$ cat config.mk
export PLATFORM = sky130hd
export DESIGN_NAME = weight_feed_seq
export DESIGN_NICKNAME = d
export VERILOG_FILES = /design/src/rtl/wfs_pkg.sv /design/src/rtl/wfs_addr_gen.sv /design/src/rtl/weight_feed_seq.sv
export SDC_FILE = /design/constraint.sdc
export NUM_CORES = 1
export LEC_CHECK = 0
export BUFFER_PORTS_ARGS = -buffer_cell sky130_fd_sc_hd__buf_2
export CORE_MARGIN = 4
export CORE_UTILIZATION = 35
export DETAILED_ROUTE_END_ITERATION = 6
export SYNTH_ARGS = -nofsm -noshare
export SYNTH_HDL_FRONTEND = slang
export SYNTH_SLANG_ARGS = --single-unit
$ cat constraint.sdc
create_clock -name clk -period 2.42 [get_ports clk]
set_input_delay 0.121 -clock clk [delete_from_list [all_inputs] [get_ports clk]]
set_output_delay 0.121 -clock clk [all_outputs]
set_load 0.005 [all_outputs]
$ cat src/rtl/wfs_pkg.sv
// wfs_pkg: shared state encoding and sizing constants for the weight feed sequencer
package wfs_pkg;
  localparam int BYTES_PER_WORD = 4;
  localparam int RD_LAT_MAX = 4;
  typedef enum logic [2:0] {IDLE, FETCH, WAIT, LOAD, SHIFT, DONE} wfs_state_e;
endpackage

$ cat src/rtl/wfs_addr_gen.sv
// wfs_addr_gen: captured job registers, tile index, tile address and last-tile flag
// Ports: clk, rst (async, active-high); load captures base_addr/num_tiles and clears the
// tile index; advance steps the index; addr = base + index (wraps); last flags the final tile.
module wfs_addr_gen #(
  parameter int ADDR_W = 8
) (
  input  logic              clk,
  input  logic              rst,
  input  logic              load,
  input  logic              advance,
  input  logic [ADDR_W-1:0] base_addr,
  input  logic [7:0]        num_tiles,
  output logic [ADDR_W-1:0] addr,
  output logic              last
);
  logic [ADDR_W-1:0] base_q;
  logic [7:0] num_q, idx;
  always_ff @(posedge clk or posedge rst)
    if (rst) begin
      base_q <= '0;
      num_q <= '0;
      idx <= '0;
    end else if (load) begin
      base_q <= base_addr;
      num_q <= num_tiles;
      idx <= '0;
    end else if (advance) idx <= idx + 8'd1;
  // The address is derived purely from registers that only change when a fetch
  // is about to start, so it naturally holds between reads.
  assign addr = base_q + ADDR_W'(idx);
  assign last = idx == num_q - 8'd1;
endmodule

$ cat src/rtl/weight_feed_seq.sv
// weight_feed_seq: sequences weight-memory reads into byte-serial feed register strobes
// Ports: clk, rst (async, active-high); start/base_addr/num_tiles job request; stall freezes
// shifting; mem_rd_en/mem_addr memory read; wf_en_in parallel load; wf_en_out byte shift;
// out_valid (wf_en_out delayed); busy; done pulse.
// Optional WEIGHT_FEED_SEQ_ABORT_EN adds abort input and aborted pulse output.
module weight_feed_seq
  import wfs_pkg::*;
#(
  parameter int ADDR_W = 8,
  parameter int RD_LAT = 1
) (
  input  logic              clk,
  input  logic              rst,
  input  logic              start,
  input  logic [ADDR_W-1:0] base_addr,
  input  logic [7:0]        num_tiles,
  input  logic              stall,
`ifdef WEIGHT_FEED_SEQ_ABORT_EN
  input  logic              abort,
  output logic              aborted,
`endif
  output logic              mem_rd_en,
  output logic [ADDR_W-1:0] mem_addr,
  output logic              wf_en_in,
  output logic              wf_en_out,
  output logic              out_valid,
  output logic              busy,
  output logic              done
);
  localparam int SC_W = $clog2(BYTES_PER_WORD);
  localparam int WC_W = $clog2(RD_LAT_MAX);
  wfs_state_e state, nxt;
  logic [SC_W-1:0] shift_cnt;
  logic [WC_W-1:0] wait_cnt;
  logic cap, adv, last;

  wfs_addr_gen #(.ADDR_W(ADDR_W)) u_addr (
    .clk(clk),
    .rst(rst),
    .load(cap),
    .advance(adv),
    .base_addr(base_addr),
    .num_tiles(num_tiles),
    .addr(mem_addr),
    .last(last)
  );

  always_ff @(posedge clk or posedge rst)
    if (rst) begin
      state <= IDLE;
      shift_cnt <= '0;
      wait_cnt <= '0;
      out_valid <= 1'b0;
    end else begin
      state <= nxt;
      shift_cnt <= state == SHIFT ? shift_cnt + SC_W'(wf_en_out) : '0;
      wait_cnt <= state == WAIT ? wait_cnt + 1'b1 : '0;
      out_valid <= wf_en_out;
    end

`ifdef WEIGHT_FEED_SEQ_ABORT_EN
  always_ff @(posedge clk or posedge rst)
    if (rst) aborted <= 1'b0;
    else aborted <= abort && state != IDLE;
`endif

  assign busy = state != IDLE;

  always_comb begin
    nxt = state;
    mem_rd_en = 1'b0;
    wf_en_in = 1'b0;
    wf_en_out = 1'b0;
    done = 1'b0;
    cap = 1'b0;
    adv = 1'b0;
    case (state)
      IDLE: if (start) begin
        cap = num_tiles != 8'd0;
        nxt = cap ? FETCH : DONE;
      end
      FETCH: begin
        mem_rd_en = 1'b1;
        nxt = RD_LAT > 1 ? WAIT : LOAD;
      end
      WAIT: nxt = wait_cnt == WC_W'(RD_LAT - 2) ? LOAD : WAIT;
      LOAD: begin
        wf_en_in = 1'b1;
        nxt = SHIFT;
      end
      SHIFT: begin
        wf_en_out = !stall;
        // The counter wraps back to zero on the final strobe of a word.
        if (wf_en_out && shift_cnt == SC_W'(BYTES_PER_WORD - 1)) begin
          nxt = last ? DONE : FETCH;
          adv = !last;
        end
      end
      DONE: begin
        done = 1'b1;
        nxt = IDLE;
      end
      default: nxt = IDLE;
    endcase
`ifdef WEIGHT_FEED_SEQ_ABORT_EN
    if (abort && state != IDLE) begin
      nxt = IDLE;
      mem_rd_en = 1'b0;
      wf_en_in = 1'b0;
      wf_en_out = 1'b0;
      done = 1'b0;
      cap = 1'b0;
      adv = 1'b0;
    end
`endif
  end
endmodule

==> impl_metrics.env <==
export IMPL_syn_inst=190
export IMPL_grt_max_degree=33
export IMPL_ant_nets=0
export IMPL_synth_edf_count=0
export IMPL_holdCritPathClass="in2reg"
export IMPL_synth_warning_count=0
export IMPL_maxCapViolCount=0
export IMPL_dr_wl_met3_um=214
export IMPL_cts_tree="yes"
export IMPL_ys_seq_elements=32
export IMPL_gp_congestion=0.796
export IMPL_fin_skew_ns=0.00867
export IMPL_finalMaxSlewViolations=0
export IMPL_crit_path_start="u_addr.idx[2]"
export IMPL_clock_latency_ns=0.28
export IMPL_num_vias=1564
export IMPL_max_clock_freq_mhz=444
export IMPL_rsz0062_at_grt="no"
export IMPL_syn_num_nets=222
export IMPL_dr_pass1_iters=4
export IMPL_grtUsageTotal_pct=12.1
export IMPL_p_leak_nw=1.10
export IMPL_place_ws_ns=0.127
export IMPL_start_util_pct=36.2
export IMPL_diodes=0
export IMPL_finalSetupViolCount=0
export IMPL_via_per_inst=5.14
export IMPL_pin_count=34
export IMPL_arrival_ns=2.13
export IMPL_die_w_um=83.4
export IMPL_worst_pin_slew_ns=0.667
export IMPL_hold_viol=0
export IMPL_endpoint="mem_addr[6]"
export IMPL_cts_setup_buffers=0
export IMPL_reg2reg_to="u_addr.idx[1]"
export IMPL_whs_path_depth=2
export IMPL_timing_slew_headroom_pct=55.1
export IMPL_dr_wl_met2_mm=1.91
export IMPL_drc=0
export IMPL_die_h_um=83.4
export IMPL_drive_gt1_share_pct=33.2
export IMPL_synth_cell_type_count=54
export IMPL_crit_required_ns=2.30
export IMPL_grt_remaining_overflow=0
export IMPL_clock_tree_root_cell="clkbuf_8"
export IMPL_r2r_start="u_addr.num_q[0]"
export IMPL_portBuffers=33
export IMPL_fill_cells=533
export IMPL_coreArea_sq_um=5510
export IMPL_syn_to_final_growth_pct=21.6
export IMPL_synth_area_per_cell_sq_um=10.5
export IMPL_end_kind="output pin"
export IMPL_grt_pass1_wl_mm=7.00
export IMPL_dp_hpwl_mm=3.02
export IMPL_power_density_nw_per_um2=1020
export IMPL_h_tree_depth=2
export IMPL_core_rowCount=27
export IMPL_path_clk_slew_ns=0.07
export IMPL_reg2reg_depth=8
export IMPL_tns_ns=0
export IMPL_syn_area_sq_um=1990
export IMPL_nets=263
export IMPL_multiInputGateArea_sq_um=1130
export IMPL_period_needed_ns=2.25
export IMPL_drt_met1_wl_mm=1.88
export IMPL_path_class="reg2out"
export IMPL_cts_sinks=32
export IMPL_die_area_sq_um=6960
export IMPL_r2r_setup_slack_ns=0.20
export IMPL_layout_commonest_cell="buf_2"
export IMPL_cts_buffers=5
export IMPL_clockBufferDepth=2
export IMPL_top_layer="met4"
export IMPL_setup_ws_ns=0.165
export IMPL_dr_first_iter_drc_count=50
export IMPL_critPathMaxFanout=9
export IMPL_wl_mm=4.07
export IMPL_ff_latch_area_sq_um=802
export IMPL_startpoint_type="flip-flop"
export IMPL_status="finished clean"
export IMPL_async_reset_ff_share_pct=100
export IMPL_wl_per_cell_um=13.4
export IMPL_final_cell_mix="buf_2, dfrtp_1, nor2_1, mux2_2"
export IMPL_period_share_pct=93.2
export IMPL_grt_pass1_vias=1544
export IMPL_vdd_drop_max_mv=0.581
export IMPL_ys_flop_type="dfrtp_1"
export IMPL_antenna_found_initial=0
export IMPL_ys_seq_area_share_pct=40.2
==> registers in the layout (all words and copies together) (netlist names) <==
register / count
u_addr.idx: 8
u_addr.num_q: 8
out_valid: 1
u_addr.base_q: 8
wait_cnt: 2
shift_cnt: 2
state: 3
==> logic make-up (layout without fill, tap and decap cells) <==
group | after synthesis | after routing | share of synthesized area [%]
AOI/OAI and AO/OA | 36 | 36 | 14.0
xor gates and xnor gates | 19 | 19 | 8.74
adders and majority gates | 12 | 12 | 7.92
buffers and inverters | 19 | 61 | 4.34
DFF | 32 | 32 | 40.2
muxes | 14 | 14 | 7.86
and+or+nand+nor | 58 | 58 | 16.9
==> cell usage after synthesis (2+ instances only) <==
| master | instances | area share [%] |
|---|---|---|
| nor4_1 | 2 | 0.63 |
| or3_4 | 2 | 1.1 |
| mux2_2 | 12 | 6.8 |
| nor3_1 | 6 | 1.5 |
| xor2_1 | 9 | 4.0 |
| dfrtp_1 | 32 | 40 |
| a21oi_1 | 5 | 1.3 |
| xnor2_1 | 9 | 4.0 |
| buf_2 | 2 | 0.50 |
| nand3b_1 | 2 | 0.75 |
| nor2_1 | 16 | 3.0 |
| nand4_1 | 3 | 0.94 |
| or3_1 | 4 | 1.3 |
| and4_1 | 2 | 0.88 |
| nor2b_1 | 3 | 0.94 |
| o21ai_0 | 9 | 2.3 |
| nand2b_1 | 4 | 1.3 |
| clkbuf_1 | 3 | 0.57 |
| ha_1 | 11 | 6.9 |
| a21o_1 | 2 | 0.75 |
| o21a_1 | 2 | 0.75 |
| nand2_1 | 5 | 0.94 |
| nand3_1 | 2 | 0.50 |
| o21ba_2 | 2 | 1.0 |
| inv_1 | 11 | 2.1 |
| o2111ai_1 | 2 | 0.88 |
==> metrics by stage <==
stage | utilization, % | cell area (sq um) | total power, mW | instances | hold WS (ns)
after floorplan | - | 1990 | 1.61 | 190 | 0.228
after global placement | 41.1 | 2260 | 1.88 | 295 | 0.231
after detailed placement | 41.1 | 2260 | 1.90 | 295 | 0.236
after CTS | 43.5 | 2400 | 2.48 | 304 | 0.0115
after global routing | 44.0 | 2420 | 2.64 | 304 | 0.0190
final | 44.0 | 2420 | 2.46 | 304 | 0.0231
==> metal layers <==
metal | global-route usage (%) | vias up
met4 | 3.80 | 0
li1 | - | 763
met1 | 15.0 | 754
met2 | 20.2 | 41
met3 | 3.57 | 6
met5 | 0 | -
==> worst min path at each step <==
stage | startpoint | endpoint
2_1_floorplan | stall | out_valid
3_3_place_gp | rst | u_addr.num_q[3]
3_5_place_dp | rst | u_addr.num_q[2]
4_1_cts | stall | out_valid
5_1_grt | stall | out_valid
6_report | stall | out_valid
==> timing repair <==
| action | 4_1_cts | 5_1_grt |
|---|---|---|
| gates resized for setup | 0 | 6 |
| setup endpoints to repair | 0 | 9 |
| endpoints found under the hold margin | 32 | 0 |
| hold buffers | 1 | 0 |
==> power breakdown <==
part	leakage (nW)	total (mW)	internal, mW	switching [mW]
combinational	0.630	1.01	0.535	0.471
clock	0.0645	0.560	0.363	0.197
sequential	0.407	0.893	0.712	0.181
total	1.10	2.46	1.61	0.849
==> cell type report <==
| cell class | instances | area share, % |
|---|---|---|
| Clock buffer | 7 | 3.98 |
| Clock inverter | 1 | 1.24 |
| Inverter | 11 | 1.71 |
| Multi-Input combinational cell | 139 | 46.5 |
| Sequential cell | 32 | 33.1 |
| Tap cell | 72 | 3.72 |
| Timing Repair Buffer | 42 | 9.72 |
==> worst max-delay path: stages, from the launching register on <==
cell,delay [ns]
dfrtp_2,0.47
ha_1,0.37
nor2b_1,0.15
o21ai_1,0.13
nand2b_1,0.10
a21o_1,0.20
a21oi_2,0.16
xnor2_1,0.13
buf_2,0.14
(Power assumes the default switching activity.)
